**src/rtl/conn4_pkg.sv**
```systemverilog
// conn4_pkg: direction codes, scan states and per-direction row/column offset tables
package conn4_pkg;
  localparam int ROWS_DEF = 6;
  localparam int COLS_DEF = 7;
  localparam int NDIR = 13;
  typedef enum logic [2:0] {S_IDLE, S_MASK, S_SELECT, S_START, S_WAIT, S_FIN} state_t;
  typedef enum logic [3:0] {
    DIR_NONE, DIR_DOWN,
    DIR_ROW_1, DIR_ROW_2, DIR_ROW_3, DIR_ROW_4,
    DIR_DRU_1, DIR_DRU_2, DIR_DRU_3, DIR_DRU_4,
    DIR_DLD_1, DIR_DLD_2, DIR_DLD_3, DIR_DLD_4
  } dir_t;
  typedef logic signed [4:0] off_t;
  // Index is direction code minus one
  localparam off_t RMIN [NDIR] = '{-5'sd3, 5'sd0, 5'sd0, 5'sd0, 5'sd0,
                                   -5'sd3, -5'sd2, -5'sd1, 5'sd0, -5'sd3, -5'sd2, -5'sd1, 5'sd0};
  localparam off_t RMAX [NDIR] = '{5'sd0, 5'sd0, 5'sd0, 5'sd0, 5'sd0,
                                   5'sd0, 5'sd1, 5'sd2, 5'sd3, 5'sd0, 5'sd1, 5'sd2, 5'sd3};
  localparam off_t CMIN [NDIR] = '{5'sd0, -5'sd3, -5'sd2, -5'sd1, 5'sd0,
                                   -5'sd3, -5'sd2, -5'sd1, 5'sd0, 5'sd0, -5'sd1, -5'sd2, -5'sd3};
  localparam off_t CMAX [NDIR] = '{5'sd0, 5'sd0, 5'sd1, 5'sd2, 5'sd3,
                                   5'sd0, 5'sd1, 5'sd2, 5'sd3, 5'sd3, 5'sd2, 5'sd1, 5'sd0};
endpackage

```
**src/rtl/win_scan_controller_if.sv**
```systemverilog
// win_scan_controller_if: start/finish handshake between the scan controller and direction_checker
interface win_scan_controller_if;
  logic       chk_start;
  logic [2:0] chk_row;
  logic [2:0] chk_col;
  logic [3:0] chk_direction;
  logic       chk_finished;
  logic [1:0] chk_winner;
  modport master(output chk_start, chk_row, chk_col, chk_direction, input chk_finished, chk_winner);
  modport slave(input chk_start, chk_row, chk_col, chk_direction, output chk_finished, chk_winner);
endinterface

```
**src/rtl/win_dir_mask.sv**
```systemverilog
// win_dir_mask: which of the 13 line directions through (row,col) stay fully on the board
module win_dir_mask
  import conn4_pkg::*;
#(
  parameter int ROWS = ROWS_DEF,
  parameter int COLS = COLS_DEF
) (
  input  logic [2:0]      row,
  input  logic [2:0]      col,
  output logic [NDIR-1:0] mask,
  output logic            in_range
);
  localparam off_t RL = off_t'(ROWS - 1);
  localparam off_t CL = off_t'(COLS - 1);
  off_t r, c;
  assign r = $signed({2'b00, row});
  assign c = $signed({2'b00, col});
  assign in_range = (r <= RL) && (c <= CL);
  for (genvar d = 0; d < NDIR; d++) begin : g_dir
    assign mask[d] = (r + RMIN[d] >= 5'sd0) && (r + RMAX[d] <= RL) &&
                     (c + CMIN[d] >= 5'sd0) && (c + CMAX[d] <= CL);
  end
endmodule

```
**src/rtl/win_scan_controller.sv**
```systemverilog
// win_scan_controller: runs direction_checker over every on-board direction of a new piece,
// stopping at the first non-zero winner or on a checker timeout
module win_scan_controller
  import conn4_pkg::*;
#(
  parameter int ROWS    = ROWS_DEF,
  parameter int COLS    = COLS_DEF,
  parameter int TIMEOUT = 15
) (
  input  logic                   clk,
  input  logic                   rst_n,
  input  logic                   move_valid,
  input  logic [2:0]             move_row,
  input  logic [2:0]             move_col,
  output logic                   move_ready,
  win_scan_controller_if.master  chk,
  output logic                   busy,
  output logic                   done,
  output logic [1:0]             winner,
  output logic [3:0]             win_dir,
  output logic                   err
);
  localparam int TW = $clog2(TIMEOUT + 1);
  state_t state_q, state_d;
  logic [2:0] row_q, row_d, col_q, col_d;
  logic [3:0] dir_q, dir_d, win_dir_q, win_dir_d, sel;
  logic [NDIR-1:0] mask_q, mask_d, mask_c;
  logic [TW-1:0] timer_q, timer_d;
  logic [1:0] winner_q, winner_d;
  logic err_q, err_d, in_range, timeout, accept, fin_win, tmo;
  win_dir_mask #(.ROWS(ROWS), .COLS(COLS)) u_mask (
    .row(row_q), .col(col_q), .mask(mask_c), .in_range(in_range)
  );
  always_comb begin
    sel = DIR_NONE;
    for (int i = NDIR - 1; i >= 0; i--) if (mask_q[i]) sel = 4'(i + 1);
  end
  assign timeout = timer_q == TW'(TIMEOUT - 1);
  assign accept  = state_q == S_IDLE && move_valid;
  assign fin_win = state_q == S_WAIT && chk.chk_finished && chk.chk_winner != 2'b00;
  assign tmo     = state_q == S_WAIT && !chk.chk_finished && timeout;
  always_ff @(posedge clk or negedge rst_n)
    if (!rst_n) state_q <= S_IDLE;
    else state_q <= state_d;
  always_comb begin
    state_d = state_q;
    unique case (state_q)
      S_IDLE:   if (move_valid) state_d = S_MASK;
      S_MASK:   state_d = in_range ? S_SELECT : S_FIN;
      S_SELECT: state_d = mask_q == '0 ? S_FIN : S_START;
      S_START:  state_d = S_WAIT;
      S_WAIT:   if (chk.chk_finished) state_d = chk.chk_winner != 2'b00 ? S_FIN : S_SELECT;
                else if (timeout) state_d = S_FIN;
      S_FIN:    state_d = S_IDLE;
      default:  state_d = S_IDLE;
    endcase
  end
  always_comb begin
    move_ready        = state_q == S_IDLE;
    busy              = state_q != S_IDLE;
    done              = state_q == S_FIN;
    chk.chk_start     = state_q == S_START;
    chk.chk_direction = state_q == S_IDLE ? DIR_NONE : dir_q;
    chk.chk_row       = row_q;
    chk.chk_col       = col_q;
    winner            = winner_q;
    win_dir           = win_dir_q;
    err               = err_q;
  end
  // Picking a direction clears its bit by dropping the lowest set bit of the mask
  always_comb begin
    row_d     = accept ? move_row : row_q;
    col_d     = accept ? move_col : col_q;
    mask_d    = state_q == S_MASK ? (in_range ? mask_c : '0) :
                state_q == S_SELECT ? mask_q & (mask_q - NDIR'(1)) : mask_q;
    dir_d     = state_q == S_SELECT ? sel : dir_q;
    timer_d   = state_q == S_START ? '0 : state_q == S_WAIT ? timer_q + TW'(1) : timer_q;
    winner_d  = (accept || tmo) ? 2'b00 : fin_win ? chk.chk_winner : winner_q;
    win_dir_d = accept ? DIR_NONE : fin_win ? dir_q : win_dir_q;
    err_d     = accept ? 1'b0 : ((state_q == S_MASK && !in_range) || tmo) ? 1'b1 : err_q;
  end
  always_ff @(posedge clk or negedge rst_n)
    if (!rst_n) begin
      row_q     <= '0;
      col_q     <= '0;
      mask_q    <= '0;
      dir_q     <= '0;
      timer_q   <= '0;
      winner_q  <= '0;
      win_dir_q <= '0;
      err_q     <= 1'b0;
    end else begin
      row_q     <= row_d;
      col_q     <= col_d;
      mask_q    <= mask_d;
      dir_q     <= dir_d;
      timer_q   <= timer_d;
      winner_q  <= winner_d;
      win_dir_q <= win_dir_d;
      err_q     <= err_d;
    end
endmodule

```
**src/flat_wrapper.sv**
```systemverilog
// flat-port wrapper written by rule: the top's interface ports become plain ports
module win_scan_controller_flat import conn4_pkg::*;
#(
  parameter int ROWS    = ROWS_DEF,
  parameter int COLS    = COLS_DEF,
  parameter int TIMEOUT = 15
)
  (clk, rst_n, move_valid, move_row, move_col, move_ready, busy, done, winner, win_dir, err, chk_chk_start, chk_chk_row, chk_chk_col, chk_chk_direction, chk_chk_finished, chk_chk_winner);
  win_scan_controller_if chk_i ();
  input  logic clk;
  input  logic rst_n;
  input  logic move_valid;
  input  logic [2:0] move_row;
  input  logic [2:0] move_col;
  output logic move_ready;
  output logic busy;
  output logic done;
  output logic [1:0] winner;
  output logic [3:0] win_dir;
  output logic err;
  output wire logic [$bits(chk_i.chk_start)-1:0] chk_chk_start;
  output wire logic [$bits(chk_i.chk_row)-1:0] chk_chk_row;
  output wire logic [$bits(chk_i.chk_col)-1:0] chk_chk_col;
  output wire logic [$bits(chk_i.chk_direction)-1:0] chk_chk_direction;
  input wire logic [$bits(chk_i.chk_finished)-1:0] chk_chk_finished;
  input wire logic [$bits(chk_i.chk_winner)-1:0] chk_chk_winner;
  assign chk_chk_start = chk_i.chk_start;
  assign chk_chk_row = chk_i.chk_row;
  assign chk_chk_col = chk_i.chk_col;
  assign chk_chk_direction = chk_i.chk_direction;
  assign chk_i.chk_finished = chk_chk_finished;
  assign chk_i.chk_winner = chk_chk_winner;
  win_scan_controller #(.ROWS(ROWS), .COLS(COLS), .TIMEOUT(TIMEOUT)) u_core (.clk(clk), .rst_n(rst_n), .move_valid(move_valid), .move_row(move_row), .move_col(move_col), .move_ready(move_ready), .chk(chk_i), .busy(busy), .done(done), .winner(winner), .win_dir(win_dir), .err(err));
endmodule
```
**config.mk**
```make
export PLATFORM = sky130hd
export DESIGN_NAME = win_scan_controller_flat
export DESIGN_NICKNAME = d
export VERILOG_FILES = /design/src/rtl/conn4_pkg.sv /design/src/rtl/win_scan_controller_if.sv /design/src/rtl/win_dir_mask.sv /design/src/rtl/win_scan_controller.sv /design/src/flat_wrapper.sv
export SDC_FILE = /design/constraint.sdc
export NUM_CORES = 1
export LEC_CHECK = 0
export CAP_MARGIN = 25
export CORE_MARGIN = 10
export CORE_UTILIZATION = 48
export DETAILED_ROUTE_END_ITERATION = 10
export GPL_TIMING_DRIVEN = 0
export PLACE_DENSITY = 0.75
export SYNTH_ARGS = -nofsm -noshare
export SYNTH_HDL_FRONTEND = slang
export SYNTH_SLANG_ARGS = --single-unit
export TNS_END_PERCENT = 100
```
**constraint.sdc**
```tcl
create_clock -name clk -period 1.8 [get_ports clk]
set_input_delay 0.27 -clock clk [delete_from_list [all_inputs] [get_ports clk]]
set_output_delay 0.27 -clock clk [all_outputs]
set_load 0.05 [all_outputs]
```
# Yosys cells after proc, flatten, opt, wreduce, memory -nomap -nowiden
# Index checks and enable logic that the tools add are counted.
dict set report word_totals {
  ff_bits 37
  input_bits 12
  output_inout_bits 21
  elab_cells 131
}
dict set report classes {
  addsub 14
  order_cmp 16
  eq_ne 8
  muxes 32
  bitwise 1
  reduce_logical 51
}
# op n
set ops {}
lappend ops {{4-bit 2-to-1 mux} 18}
lappend ops {{13-bit 2-to-1 mux} 3}
lappend ops {{1-bit logical AND} 37}
lappend ops {{5-bit by 1-bit >= comparator with 1-bit output, second input constant} 6}
lappend ops {{4-bit by 3-bit less-or-equal comparator with 1-bit output, second input constant} 6}
lappend ops {{3-bit 2-to-1 mux} 6}
lappend ops {{3-bit by 2-bit adder with 4-bit output, second input constant} 4}
lappend ops {{3-bit case mux with 5 select lines} 1}
lappend ops {{13-bit AND} 1}
lappend ops {{13-bit logical NOT} 1}
lappend ops {{13-bit by 1-bit subtractor with 13-bit output, second input constant} 1}
lappend ops {{2-bit nonzero test} 6}
lappend ops {{4-bit by 1-bit adder with 5-bit output, second input constant} 2}
lappend ops {{4-bit by 2-bit adder with 5-bit output, second input constant} 2}
lappend ops {{4-bit by 3-bit adder with 5-bit output, second input constant} 2}
lappend ops {{3-bit by 1-bit adder with 4-bit output, second input constant} 2}
lappend ops {{3-bit by 2-bit == test with 1-bit output, second input constant} 2}
lappend ops {{3-bit == test, second input constant} 2}
lappend ops {{3-bit by 1-bit >= comparator with 1-bit output, second input constant} 2}
lappend ops {{3-bit less-or-equal comparator, second input constant} 2}
lappend ops {{4-bit by 1-bit adder with 4-bit output, second input constant} 1}
lappend ops {{4-bit == test, second input constant} 1}
lappend ops {{2-bit 2-to-1 mux} 2}
lappend ops {{3-bit by 1-bit == test with 1-bit output, second input constant} 1}
lappend ops {{other kinds (8)} 11}

# Logic depth before layout (Yosys ltp)
# Gate-level depths: netlist of run 1.
dict set report depth {
  word_depth 13
  depth_mapped 7
}

# Cells and area by module
# Synthesis of run 1 repeated with hierarchy kept, for this count alone.
dict set report hier_totals {
  cells_unflattened 238
  area_unflattened_um2 2185.8
}
# module n_inst cells_each area_each_um2
set modules_own_cells {}
lappend modules_own_cells {win_scan_controller 1 185 1799.2}
lappend modules_own_cells {win_dir_mask 1 53 386.6}

# Least setup slack after synthesis of run 1
# No wires, ideal clock.
dict set report synth_timing {
  path_type {reg2out}
  from {register u_core.state_q[0]}
  to {output port busy}
  t_arrival_ns 2.482
  required_time_ns 1.530
  path_slack_ns -0.952
  stages_incl_launch_ff 4
  n_path_buf 1
  path_cell_list {dfrtp_1 > buf_4 > nor3_1 > inv_1}
}
dict set report synth_between {
  elab_chain_cells 1
}
# element line_no
set synth_lines {}
lappend synth_lines {{start: declaration} win_scan_controller.sv:24} ;# state_t state_q, state_d;
lappend synth_lines {{start signal: assignment} win_scan_controller.sv:44} ;# else state_q <= state_d;
lappend synth_lines {{3-bit nonzero test} win_scan_controller.sv:60} ;# busy = state_q != S_IDLE;
lappend synth_lines {{end: declaration} flat_wrapper.sv:16} ;# output logic busy;
# Every way passes these cells.

# Worst setup path in the final report of run 1
dict set report layout_timing {
  from {register u_core.row_q[1] (netlist: u_core.chk.chk_row[1])}
  to {register u_core.mask_q[8]}
}
dict set report layout_between {
  elab_chain_cells 7
}
# element line_no
set layout_lines {}
lappend layout_lines {{start: declaration} win_scan_controller.sv:25} ;# logic [2:0] row_q, row_d, col_q, col_d;
lappend layout_lines {{start signal: assignment} win_scan_controller.sv:93} ;# row_q <= row_d;
lappend layout_lines {{3-bit by 2-bit adder with 4-bit output} win_dir_mask.sv:20} ;# assign mask[d] = (r + RMIN[d] >= 5'sd0) && (r + RMAX[d] <= RL) &&
lappend layout_lines {{4-bit by 3-bit less-or-equal comparator with 1-bit output} win_dir_mask.sv:20}
lappend layout_lines {{1-bit logical AND (2 in a row)} win_dir_mask.sv:20}
lappend layout_lines {{1-bit logical AND} win_dir_mask.sv:21} ;# (c + CMIN[d] >= 5'sd0) && (c + CMAX[d] <= CL);
lappend layout_lines {{13-bit 2-to-1 mux (*) (2 in a row)} win_scan_controller.sv:74} ;# mask_d = state_q == S_MASK ? (in_range ? mask_c : '0) :
lappend layout_lines {{end signal: assignment} win_scan_controller.sv:95} ;# mask_q <= mask_d;
lappend layout_lines {{end: declaration} win_scan_controller.sv:27} ;# logic [NDIR-1:0] mask_q, mask_d, mask_c;
# Mark *: on every way between the ends. The rest lies on a longest branch, timed or not.
# A chain may end at the register's enable or synchronous reset.

==> impl_summary.md, run 1 <==
Run status
The flow ran to the end, and the final reports show no timing, DRC or antenna violations.

STA
The final-report setup violation count is 0. Timing would allow up to 0.575 GHz. Of the available clock period, the critical path in the final layout requires 96.6%. The worst-case headroom to the max-slew limit is 44.9%.

Setup repair after global routing left no endpoint under its margin. The pin slew with the least headroom to its limit is 827 ps. The setup TNS is 0 ps. The worst hold margin is 72.2 ps. The routed design could run at a clock period as short as 1740 ps. The final max-slew violation count was 0. The worst setup skew after layout is 4.18 ps. Setup slack on the critical path of the routed design comes to 61.6 ps. The number of hold violations in the final report is 0.

Clocking
The source-to-sink clock delay at the later pin of the worst-skew pair is 290 ps. In this run the number of H-tree levels came out at 2. Clock tree synthesis selected as its root buffer the cell clkbuf_8. The tree built by TritonCTS fans out to 37 sinks.

Counting the buffers created by CTS gives 5. The clock passes through at most 2 buffers. The number of hold-repair buffers added at the cts stage is 0. The clock edge transition at the registers on the reported setup and hold paths is 70 ps. TritonCTS built the clock tree.

Critical path
Of all nets on the critical path, the largest fanout is 9. Among cell families on the critical path, the largest total delay comes from compound AO/OA/AOI/OAI gates. Traced cell by cell, the critical path runs through nor2_1 -> ha_1 -> a21oi_1 -> nor2_1 -> a2111o_1 -> o21ai_1. The critical path start-end classification is reg2reg. STA classifies the critical path startpoint as a flip-flop. The required time of the worst setup path is 2020 ps. The slowest stage of the critical path belongs to the cell dfrtp_2. STA classifies the critical path endpoint as a flip-flop. Counting both buffers and inverters, the worst setup path holds a total of 0. The maximum cell stage delay along the critical path is 480 ps. The arrival time at the worst endpoint is 1960 ps. The dominant cell type by count on the critical path is nor2_1.

Synth
Ranked by total cell area, the synthesized netlist is headed by dfrtp_1 (43%), ha_1 (8.2%), nor2_1 (3.0%). The flip-flop and latch count after synthesis is 37. Summing the areas of all compound-gate instances in the mapped netlist gives 21.7% of the synthesized area. After synthesis, the share of flip-flops with an asynchronous set or reset is 100%. Summing the areas of all fa, ha and maj instances in the mapped netlist gives 8.18% of the synthesized area.

For this run, the register share of the synthesized area comes to 43.2%. The prevailing post-synth register cell is dfrtp_1. The number of synthesized flops with an enable pin is 0. The number of different library cells in the post-synthesis netlist is 49.

The summed instance area of the synthesized netlist is 0.00214 mm². Of all cell types, the one taking the most synthesized area is dfrtp_1. The number of nets produced by synthesis is 235. The combinational family with the most area after synthesis is compound AO/OA/AOI/OAI gates. The post-synthesis mux area share is 3.86%. The average instance in the mapped netlist occupies 10.2 µm². During synthesis, Yosys emitted a total of 0 warnings.

The post-synthesis cell count is 209. After Yosys synthesis, and, or, nand and nor cells account for 18.2% of the synthesized area. The synthesized netlist devotes 0.409% of its cell area to XOR and XNOR gates. The synthesized design devotes to its leading area cell type 43.2% of total area.

Min path
The tightest min-delay check is of the in2async type.

Pwr
Summing internal, switching and leakage power gives 5.56 mW. Across the VDD grid, the largest voltage drop is 1.52 mV. The power per unit of standard cell area is 2070 mW/mm². The reported leakage power is 1.20 nW.

Global route
The overall track demand over capacity in global routing is 14.1%. The initial antenna violation count is 0. The wire length of the first global-routing pass is 8630 µm. The largest net degree at the start of global routing is 38. The via count of the first global-routing pass was 1,731. The remaining global-route overflow is 0.

Detailed routing
Wires add up to 4970 µm. In this run, the number of DRC markers left after iteration 0 of detailed routing was 122. After detailed routing, the number of remaining DRC violations is 0. The routed wirelength normalized by instance count is 16.4 µm. The number of antenna-violating nets in the routed design is 0. The total number of vias is 1,786.

The average via count per standard cell is 5.89. The number of search-and-repair iterations in the first detailed-routing pass is 4.

Placed design
The instance count after placement with tap cells included is 292. The worst setup slack after placement is -162 ps. The weighted congestion at the end of routability-driven global placement is 0.863. The post-detailed-placement cell area is 0.00256 mm². The count of buffers added on input and output ports is 31. After legalization and detailed placement, the total HPWL measured 3560 µm.

Run
The count of maximum capacitance violations is 0.

Floorplanning
The die covers 0.00753 mm². The x dimension of the die is 86.8 µm. The region available for standard cell placement spans 0.00432 mm². 33 I/O pins were placed. In this run the core area contains 24 standard-cell rows. The starting density of the core is 49.5%.

The height of the die is 86.8 µm.

Final layout
The count of inserted antenna diode cells is 0. The final core utilization is 62.2%. The number of nets in the layout is 276. The post-layout instance area is 0.00269 mm².

After filler insertion, the fill cell instance count of the layout stands at 397. In the final layout, the share of cells above drive strength 1 is 20.3%. Relative to the synthesized area, the layout overhead comes to 25.7%.

Once layout is complete, the cells apart from fillers number 303.
## worst reg2reg max path, cell delays in order (launching register included)
cell	delay, ps
dfrtp_2	480
nor2_1	180
ha_1	260
a21oi_1	180
nor2_1	60
a2111o_1	380
o21ai_1	130
## flip-flops by register name, indices dropped and copies added (netlist names)
signal              cells
u_core.mask_q          13
u_core.dir_q            4
u_core.state_q          3
u_core.winner           2
u_core.chk.chk_row      3
u_core.timer_q          4
u_core.win_dir          4
u_core.chk.chk_col      3
u_core.err              1
## area by class of cell
type,instances,area [µm²],share of cell area (%)
plain buffers,7,48.8,1.81
clock buffers,7,86.3,3.21
clock inverters,1,30.0,1.12
inverters,12,45.0,1.67
multi-input cells,153,1200,44.6
flip-flops and latches,37,932,34.7
well taps,52,65.1,2.42
repair buffers,34,283,10.5
## layer usage
layer | wire [µm] | track usage [%] | vias to the layer above
li1 | - | - | 864
met2 | 2350 | 21.5 | 35
met3 | 267 | 4.03 | 12
met5 | 0 | 0 | -
met1 | 2220 | 18.0 | 875
met4 | 120 | 5.74 | 0
## where the power goes
| part | leakage (nW) | internal [mW] | switching [mW] |
|---|---|---|---|
| registers | 0.474 | 1.17 | 0.413 |
| logic | 0.665 | 1.24 | 2.00 |
| clock network | 0.0585 | 0.452 | 0.291 |
| total | 1.20 | 2.86 | 2.71 |
## repair_timing
item | in CTS | in global routing
endpoints found under the setup margin | 16 | 13
pin swaps | 0 | 2
gates resized for setup | 45 | 11
setup buffers | 0 | 3
## worst paths after layout
check / start / to / slack [ps] / depth (start not counted)
setup reg to reg: u_core.chk.chk_row[1]$_DFFE_PN0P_ / u_core.mask_q[8]$_DFFE_PN0P_ / 60 / 6
max in group asynchronous: rst_n / u_core.chk.chk_row[0]$_DFFE_PN0P_ / 1160 / 1
hold / removal: rst_n / u_core.timer_q[0]$_DFFE_PN0P_ / 70 / 1
setup / recovery: u_core.chk.chk_row[1]$_DFFE_PN0P_ / u_core.mask_q[8]$_DFFE_PN0P_ / 60 / 6
min in group clk: chk_chk_finished / u_core.winner[1]$_DFFE_PN0P_ / 350 / 3
hold reg to reg: u_core.dir_q[2]$_DFFE_PN0P_ / u_core.dir_q[2]$_DFFE_PN0P_ / 500 / 1
## kinds of logic (layout without fill, tap and decap cells)
| logic type | Yosys count | after routing |
|---|---|---|
| xor gates and xnor gates | 1 | 1 |
| buffers and inverters | 19 | 61 |
| DFF | 37 | 37 |
| muxes | 6 | 6 |
| and+or+nand+nor | 69 | 69 |
| AOI/OAI and AO/OA | 63 | 63 |
| adders and majority gates | 14 | 14 |
## layout by cell type, fill, tap and decap left out, types with 3 or more instances in the layout
| master | count |
|---|---|
| nor2b_1 | 4 |
| nand3b_1 | 5 |
| nor3_1 | 3 |
| nand3_1 | 7 |
| dfrtp_1 | 32 |
| o21ai_1 | 3 |
| o211ai_1 | 5 |
| o21ai_0 | 11 |
| a21oi_1 | 9 |
| a32o_1 | 5 |
| dfrtp_2 | 5 |
| nand4_1 | 4 |
| a31oi_1 | 3 |
| ha_1 | 12 |
| buf_2 | 8 |
| buf_4 | 5 |
| clkbuf_1 | 4 |
| clkdlybuf4s50_1 | 16 |
| dlygate4sd2_1 | 6 |
| nand2_1 | 12 |
| o31ai_1 | 4 |
| inv_1 | 11 |
| mux2_4 | 4 |
| a22o_1 | 5 |
| nor2_1 | 17 |
| clkbuf_8 | 6 |
## cells in the mapped netlist (all sizes together) (3+ instances only)
master  instances
nor3b           4
nand4           4
inv            12
nand3           7
dfrtp          37
o211ai          6
ha             14
nand2          12
nand3b          5
mux2            6
o31ai           4
o21ai          14
nor3            6
a21oi          10
a32o            5
nor2           17
clkbuf          3
a31oi           3
o311ai          3
a22o            5
nor2b           4
buf             4
Power figures use the tool's default switching activity.
==> run 2: changes to the inputs <==
--- a/config.mk
+++ b/config.mk
@@ -5,12 +5,13 @@
 export SDC_FILE = /design/constraint.sdc
 export NUM_CORES = 1
 export LEC_CHECK = 0
+export ABC_CLOCK_PERIOD_IN_PS = 1800
 export CAP_MARGIN = 25
 export CORE_MARGIN = 10
 export CORE_UTILIZATION = 48
 export DETAILED_ROUTE_END_ITERATION = 10
 export GPL_TIMING_DRIVEN = 0
-export PLACE_DENSITY = 0.75
+export PLACE_DENSITY_LB_ADDON = 0.15
 export SYNTH_ARGS = -nofsm -noshare
 export SYNTH_HDL_FRONTEND = slang
 export SYNTH_SLANG_ARGS = --single-unit
==> run 2 against run 1 <==
Sequential share of layout area is 0.18 points higher; hold slack worse by 3.3 ps; clock power is 25% lower; utilization is 0.32 points lower; count of clock-buffer cells in the layout is 1 lower; worst setup slack worse by 17 ps; sequential power hardly changed; combinational power hardly changed; global-route usage is 0.65 points lower; first-iteration DRC count stayed put; via count is 0.78% lower; critical endpoint is now chk_chk_direction[1]; largest power group unchanged.
==> impl_summary.md, run 2 (synthesis results as in run 1) <==
Clocking
The number of levels in the clock H-tree is 2 (unchanged). The clock net sink count is 37 (unchanged). The source-to-sink clock delay at the later pin of the worst-skew pair is 290 ps (about the same). The maximum count of clock buffers along a single path is 2 (unchanged). The number of buffers created by CTS is 5 (unchanged). The clock edge transition at the registers on the reported setup and hold paths is 80 ps (about the same).

The TritonCTS clock tree is built. The number of hold-repair buffers added at the cts stage was 0 (unchanged). The tree is rooted in a clkbuf_8.

Floorplanning
The floorplan core area is 0.00432 mm² (unchanged). The area of the die is 0.00753 mm² (unchanged). The number of rows in the core area was 24 (unchanged). The number of top-level design ports is 33 (unchanged). The height of the die is 86.8 µm (unchanged). The x dimension of the die is 86.8 µm (unchanged). The starting density of the core came to 49.5% (unchanged).

Critical path
The critical path capture point type is an output port. The cell with the largest stage delay on the worst path is dfrtp_1. The maximum cell stage delay along the critical path is 390 ps (-90 ps). The cell family contributing the most delay on the critical path is buffers and inverters. The dominant cell type by count on the critical path is buf_4.

The critical path goes through buf_4 -> nor3_4 -> buf_4 -> nor2b_1 -> buf_2. The number of buffers and inverters on the critical path is 3 (+3). The required time of the worst setup path is 1530 ps (-490 ps). By startpoint and endpoint, the worst setup path is classified as reg2out. STA classifies the critical path startpoint as a flip-flop. The arrival time at the worst endpoint is 1490 ps (-470 ps). The largest fanout on the critical path was 10 (+1).

Final layout
The fill cell instance count of the final layout is 388 (-2.3%). The proportion of layout cells with a drive suffix above 1 is 20.9% (+0.63 points). Leaving out fill and tap cells, the most frequent cell in the layout is dfrtp_1. Relative to the synthesized area, the layout overhead comes to 25.0%.

The number of flip-flops in the largest register came to 13 (unchanged). The post-layout instance area is 0.00268 mm² (-0.51%). The count of inserted antenna diode cells came to 0 (unchanged).

The number of nets in the layout was 278 (+0.72%). The top register by number of flip-flops is u_core.mask_q. In the layout the commonest cells are dfrtp_1 (32), nor2_1 (16), clkdlybuf4s50_1 (16), nand2_1 (12), ha_1 (12).

Placed design
The placed wire-length estimate was 3570 µm (about the same). The number of I/O port buffers came to 31 (unchanged). The post-detailed-placement cell area is 0.00256 mm² (unchanged). The weighted congestion at the end of routability-driven global placement is 0.850 (-1.4%). The worst setup slack after placement was -133 ps (+29.5 ps).

Global route
The met1 routing resource usage after global routing is 16.3% (-1.7 points). The most heavily used metal layer in global routing is met2. The wire length of the first global-routing pass is 8250 µm (-4.5%). The via count of the first global-routing pass is 1,719 (-0.69%). The met2 global-route usage is 21.0% (-0.53 points).

The met3 usage in global routing is 4.97% (+0.94 points). The remaining global-route overflow is 0 (unchanged). The overall track demand over capacity in global routing is 13.4% (-0.65 points).

The largest net degree at the start of global routing is 38 (unchanged). The initial antenna violation count is 0 (unchanged).

Detailed routing
The number of search-and-repair iterations in the first detailed-routing pass was 4 (unchanged). The number of design-rule violations left by the first detailed-router iteration is 122 (unchanged). The average via count per standard cell is 5.81 (-1.4%). The total wire length is 4840 µm (-2.5%). The post-detailed-route DRC marker count is 0 (unchanged).

The routed wirelength normalized by instance count is 15.9 µm (-3.1%). The number of antenna-violating nets in the routed design is 0 (unchanged). The total number of vias was 1,772 (-0.78%).

STA
The final period demand of the worst path is 1760 ps (+16.6 ps). The final-report setup violation count is 0 (unchanged). The setup slack after layout is 45.0 ps (-16.6 ps). The worst-case headroom to the max-slew limit is 44.6% (-0.29 points). The number of hold violations in the final report is 0 (unchanged). The worst setup skew after layout came to 7.89 ps (+3.71 ps). The pin slew with the least headroom to its limit was 832 ps (+4.32 ps). The final max-slew violation count is 0 (unchanged). The top achievable clock speed came to 0.570 GHz (-0.95%).

The share of the clock period used by the worst path after layout is 97.5% (+0.92 points). Setup repair after global routing could not meet its margin everywhere.

Run
The count of maximum capacitance violations is 0 (unchanged).

Pwr
The power per unit of standard cell area came to 2020 mW/mm² (-2.5%). The worst supply voltage drop on vdd is 1.12 mV (-26%). The reported leakage power was 1.20 nW (+0.13%).

Run status
The flow ran to the end, and the final reports show no timing, DRC or antenna violations.

Min path
The path class of the tightest hold or removal check is in2async.
==> run 2: cell count changes in the layout (fill, tap and decap cells not counted), sizes merged <==
cell | before | now
buf | 15 | 18
clkbuf | 11 | 9
clkinv | 0 | 2
bufinv | 1 | 0
==> run 2: through the flow <==
step | power (mW) | hold WS (ps) | TNS, ps | utilization [%] | cells
after floorplan | 3.88 | -25.6 | 0 | - | 209
after global placement | 4.73 | 481 | -16300 | 59.3 | 292
after detailed placement | 4.79 | 415 | -655 | 59.1 | 292
after CTS | 5.27 | 105 | 0 | 60.6 | 300
after global routing | 5.81 | 138 | -98.5 | 61.9 | 305
final | 5.40 | 68.9 | 0 | 61.9 | 305
==> run 2: where the power goes <==
group,internal [mW],switching [mW],total (mW)
logic,1.27,1.99,3.27
registers,1.17,0.402,1.57
clock network,0.268,0.291,0.559
total,2.71,2.69,5.40
==> run 2: repair_timing <==
item / CTS / global route
endpoints found under the setup margin: 18 / 9
pin swaps: 0 / 2
setup buffers: 0 / 5
gates resized for setup: 42 / 13
==> run 2: worst reg2reg max path: stages, from the launching register on <==
cell,delay (ps)
dfrtp_2,450
inv_2,90
ha_4,180
a21oi_4,180
o211ai_4,130
buf_4,160
nor3_2,260
a32o_1,190
==> run 2: per-layer routing <==
layer / share of wire (%) / vias to the layer above
li1: - / 874
met1: 46 / 843
met2: 45 / 46
met3: 6.9 / 9
met4: 1.8 / 0
met5: 0 / -
==> run 2: path summary, 6_finish.rpt <==
path                                                   start                                end  slack, ps  depth (start not counted)
setup / recovery               u_core.state_q[0]$_DFFE_PN0P_               chk_chk_direction[1]         40                          5
hold / removal                                         rst_n       u_core.winner[1]$_DFFE_PN0P_         70                          1
setup reg to reg           u_core.chk.chk_row[1]$_DFFE_PN0P_      u_core.mask_q[10]$_DFFE_PN0P_        100                          7
hold reg to reg                u_core.win_dir[1]$_DFFE_PN0P_      u_core.win_dir[1]$_DFFE_PN0P_        500                          1
max in group asynchronous                              rst_n  u_core.chk.chk_row[2]$_DFFE_PN0P_       1150                          1
min in group clk                            chk_chk_finished       u_core.winner[0]$_DFFE_PN0P_        360                          3
==> run 2: final cells by class <==
cell class / count / area [µm²] / share of cell area [%]
plain buffers: 7 / 48.8 / 1.82
clock buffers: 6 / 72.6 / 2.71
clock inverters: 2 / 10.0 / 0.374
inverters: 12 / 45.0 / 1.68
multi-input cells: 153 / 1190 / 44.6
flip-flops and latches: 37 / 932 / 34.8
well taps: 52 / 65.1 / 2.43
repair buffers: 36 / 308 / 11.5
==> run 3: changes to the inputs <==
--- a/config.mk
+++ b/config.mk
@@ -5,7 +5,8 @@
 export SDC_FILE = /design/constraint.sdc
 export NUM_CORES = 1
 export LEC_CHECK = 0
-export ABC_CLOCK_PERIOD_IN_PS = 1800
+export ABC_AREA = 1
+export ABC_CLOCK_PERIOD_IN_PS = 1500
 export CAP_MARGIN = 25
 export CORE_MARGIN = 10
 export CORE_UTILIZATION = 48
==> constraint.sdc (replaced) <==
create_clock -name clk -period 1.5 [get_ports clk]
set_input_delay 0.225 -clock clk [delete_from_list [all_inputs] [get_ports clk]]
set_output_delay 0.225 -clock clk [all_outputs]
set_load 0.05 [all_outputs]
==> run 3 against run 2 <==
The run now ends with setup timing left; highest routed layer unchanged; synthesized cell count rose by 26%; critical path depth is 6 higher; power rose by 50%; via count increased by 16%; clock power is 57% higher.
==> impl_summary.md, run 3 <==
Run status
The flow ran to the end, but the final reports show violations. The checks that failed: setup timing.

Detailed routing
The post-detailed-route DRC marker count was 0 (unchanged). The number of antenna-violating nets in the routed design came to 0 (unchanged). The total wire length is 6060 µm (+25%). The number of design-rule violations left by the first detailed-router iteration was 178 (+46%). The routed wirelength normalized by instance count is 15.5 µm (-2.4%). The sum of routed wire segments on met1 is 2540 µm (+14%).

The amount of wire on met2 after detailed routing was 3240 µm (+48%). The top routing layer in use is met4. The number of search-and-repair iterations in the first detailed-routing pass is 4 (unchanged).

The average via count per standard cell is 5.28 (-9.2%). The met3 layer wire length in the routed design is 227 µm (-32%). The total number of vias is 2,063 (+16%).

Critical path
The largest fanout on the critical path came to 4 (-6). The worst setup path is captured at a flip-flop. The endpoint identified for the worst register-to-register timing path is u_core.state_q[0]$_DFFE_PN0P_. The cell with the largest stage delay on the worst path is dfrtp_2. Walking the worst path, the cells encountered are inv_4 -> ha_4 -> nand2_2 -> nand2_1 -> o21ai_1 -> inv_1 -> buf_4 -> o21ai_4 -> nand3_2 -> o21ai_1 -> inv_1. The critical path start-end classification is reg2reg. The maximum cell stage delay along the critical path was 430 ps (+40 ps). The source of the critical timing path is u_core.chk.chk_row[1]$_DFFE_PN0P_. The required time of the worst setup path is 1690 ps (+160 ps). The internal reg-to-reg setup slack is -160 ps (-260 ps). In this run the worst setup path terminates at u_core.state_q[0]$_DFFE_PN0P_.

The startpoint of the most critical register-to-register path is u_core.chk.chk_row[1]$_DFFE_PN0P_. The arrival time at the worst endpoint is 1850 ps (+360 ps). The worst-case reg-to-reg path depth is 11 (+4). STA classifies the critical path startpoint as a flip-flop.

STA
Based on the critical path, the design can be clocked at up to 0.601 GHz. The final max-slew violation count is 0 (unchanged). The final-report setup violation count is 29 (+29). Setup repair after global routing could not meet its margin everywhere. The worst setup skew after layout is 8.88 ps (+0.990 ps). The routed design could run at a clock period as short as 1660 ps.

The pin slew with the least headroom to its limit came to 827 ps (-4.97 ps). The worst-case headroom to the max-slew limit is 44.9% (+0.33 points). The setup slack after layout is -163 ps (-208 ps). The number of hold violations in the final report was 0 (unchanged). The final critical path takes up 111% of the cycle.

Clocking
The tree is rooted in a clkbuf_8. The number of hold-repair buffers added at the cts stage came to 0 (unchanged). The clock edge transition at the registers on the reported setup and hold paths came to 80 ps (about the same). The clock net sink count is 37 (unchanged). TritonCTS built the clock tree. The source-to-sink clock delay at the later pin of the worst-skew pair was 300 ps (about the same). The number of levels in the clock H-tree is 2 (unchanged). The maximum count of clock buffers along a single path is 2 (unchanged).

The number of buffers created by CTS came to 5 (unchanged).

Floorplanning
The x dimension of the die is 87.0 µm (+0.24%). The number of rows in the core area is 24 (unchanged). The starting density of the core is 49.5% (about the same). The floorplan core area is 0.00435 mm² (+0.69%). The height of the die is 87.0 µm (+0.24%).

The area of the die came to 0.00757 mm² (+0.48%). The number of top-level design ports came to 33 (unchanged).

Synth
The fraction of synthesis flops using an asynchronous set or reset pin was 100% (unchanged). The number of nets produced by synthesis was 289 (+23%). The post-synthesis cell count was 263 (+26%). Sorting the synthesized cells by area gives the leading types as dfrtp_1 (43%), inv_1 (8.5%), ha_1 (8.1%). Among all flip-flop cells after synthesis, the most frequent one is dfrtp_1. The flip-flop and latch count after synthesis was 37 (unchanged). The top cell type's share of synthesized area is 43.0% (-0.28 points). After synthesis, the most frequently instantiated cells are inv_1 (49), nand2_1 (45), dfrtp_1 (37), o21ai_0 (27), nor2_1 (17). The library cell with the largest summed area after synthesis is dfrtp_1. The total number of yosys warnings is 0 (unchanged). The summed instance area of the synthesized netlist is 0.00215 mm² (+0.64%). The number of synthesized flops with an enable pin came to 0 (unchanged). The sequential area share after synthesis came to 43.0% (-0.28 points). Yosys instantiated no cell more often than inv_1. The mean instance size in the synthesized netlist is 8.19 µm² (-20%). The number of different library cells in the post-synthesis netlist is 33 (-33%).

Final layout
u_core.mask_q holds more flip-flops than any other register. The number of flip-flops in the largest register was 13 (unchanged). The final non-filler cell total is 391 (+28%). The proportion of layout cells with a drive suffix above 1 came to 43.1% (+22 points).

The most common cell after layout, fill and taps aside is inv_1. Relative to the synthesized area, the layout overhead comes to 52.4%. The number of nets in the layout is 364 (+31%). The count of inserted antenna diode cells came to 0 (unchanged).

The top cell types in the final layout, fill and taps aside, are inv_1 (36), nand2_1 (35), dfrtp_1 (30), buf_4 (27), o21ai_1 (16). The fill cell instance count of the final layout came to 287 (-26%).

Global route
The initial antenna violation count is 0 (unchanged). The wire length of the first global-routing pass is 9600 µm (+16%). The remaining global-route overflow is 0 (unchanged). The largest net degree at the start of global routing is 38 (unchanged).

The overall track demand over capacity in global routing is 15.4% (+2.0 points). The via count of the first global-routing pass is 2,126 (+24%).

Placed design
The placed wire-length estimate was 3790 µm (+6.2%). The weighted congestion at the end of routability-driven global placement is 0.853 (+0.32%). The worst setup slack after placement is -498 ps (-365 ps). The instance count after placement with tap cells included is 347 (+19%). The number of I/O port buffers is 32 (+3.2%).

Pwr
The reported leakage power is 1.58 nW (+32%). The overall power consumption is 8.12 mW (+50%). The worst supply voltage drop on vdd came to 1.53 mV (+37%).

The power per unit of standard cell area is 2470 mW/mm² (+23%).

Run
The count of maximum capacitance violations was 0 (unchanged).

Min path
The tightest min-delay check is of the in2async type.
run 3: cell count changes after synthesis, moves of 5 or more:
| cell | change |
|---|---|
| a22o_1 | -5 |
| nand2_1 | +33 |
| inv_1 | +37 |
| o21ai_0 | +15 |
| nand3_1 | +8 |
| o211ai_1 | -5 |
run 3: worst min path at each step:
stage                             startpoint                           endpoint  slack (ps)  cells past startpoint
6_report                               rst_n      u_core.win_dir[0]$_DFFE_PN0P_          10                      1
5_1_grt                                rst_n      u_core.win_dir[2]$_DFFE_PN0P_          80                      1
4_1_cts                                rst_n      u_core.win_dir[2]$_DFFE_PN0P_          50                      1
3_5_place_dp                           rst_n      u_core.win_dir[2]$_DFFE_PN0P_         380                      1
3_3_place_gp   u_core.win_dir[3]$_DFFE_PN0P_      u_core.win_dir[3]$_DFFE_PN0P_         470                      2
2_1_floorplan                          rst_n  u_core.chk.chk_col[0]$_DFFE_PN0P_         -70                      0
run 3: repair_timing:
action                                  in CTS  in global routing
resized for setup                          111                 54
endpoints found under the setup margin      40                 42
gates cloned                                 0                  1
pin swaps                                   17                 15
buffers inserted                            26                  9
run 3: through the flow:
| stage | area, µm² | util, % | hold WS (ps) | setup TNS [ps] |
|---|---|---|---|---|
| detailed placement | 2590 | 59.4 | 380 | -4690 |
| CTS | 3050 | 70.0 | 50.9 | -876 |
| global placement | 2590 | 59.5 | 472 | -30920 |
| floorplan | 2210 | - | -70.6 | -4290 |
| global route | 3280 | 75.4 | 83.8 | -5040 |
| finish | 3280 | 75.4 | 11.3 | -2250 |
run 3: logic make-up (layout without fill, tap and decap cells):
| family | count (synthesis) | in the layout | synth area share, % |
|---|---|---|---|
| buffers and inverters | 54 | 130 | 9.64 |
| XOR/XNOR | 1 | 1 | 0.407 |
| flip-flops | 37 | 37 | 43.0 |
| AND/OR/NAND/NOR | 101 | 101 | 23.1 |
| AO/OA/AOI/OAI | 56 | 56 | 15.7 |
| adder cells (fa/ha/maj) | 14 | 14 | 8.13 |
run 3: worst max-delay path, delay by kind of cell (launching register included):
| kind | cells | cell delay [ps] |
|---|---|---|
| AND/OR/NAND/NOR | 3 | 220 |
| adder cells (fa/ha/maj) | 1 | 150 |
| buffers and inverters | 4 | 340 |
| flip-flops | 1 | 430 |
| AO/OA/AOI/OAI | 3 | 410 |
run 3: power by group:
part | internal (mW) | switching (mW)
sequential | 1.40 | 0.377
clock | 0.499 | 0.380
combinational | 2.12 | 3.34
run 3: cell type report:
| cell class | count | area [µm²] | area share [%] |
|---|---|---|---|
| Timing Repair Buffer | 68 | 618 | 18.8 |
| Buffer | 1 | 11.3 | 0.343 |
| Inverter | 53 | 223 | 6.78 |
| Tap cell | 52 | 65.1 | 1.98 |
| Clock inverter | 2 | 38.8 | 1.18 |
| Clock buffer | 6 | 72.6 | 2.21 |
| Multi-Input combinational cell | 172 | 1320 | 40.2 |
| Sequential cell | 37 | 935 | 28.5 |
run 3: routing by layer:
| metal | track usage (%) | up-vias |
|---|---|---|
| met5 | 0 | - |
| met4 | 4.27 | 0 |
| met3 | 4.96 | 6 |
| met2 | 27.0 | 42 |
| met1 | 17.4 | 1003 |
| li1 | - | 1012 |
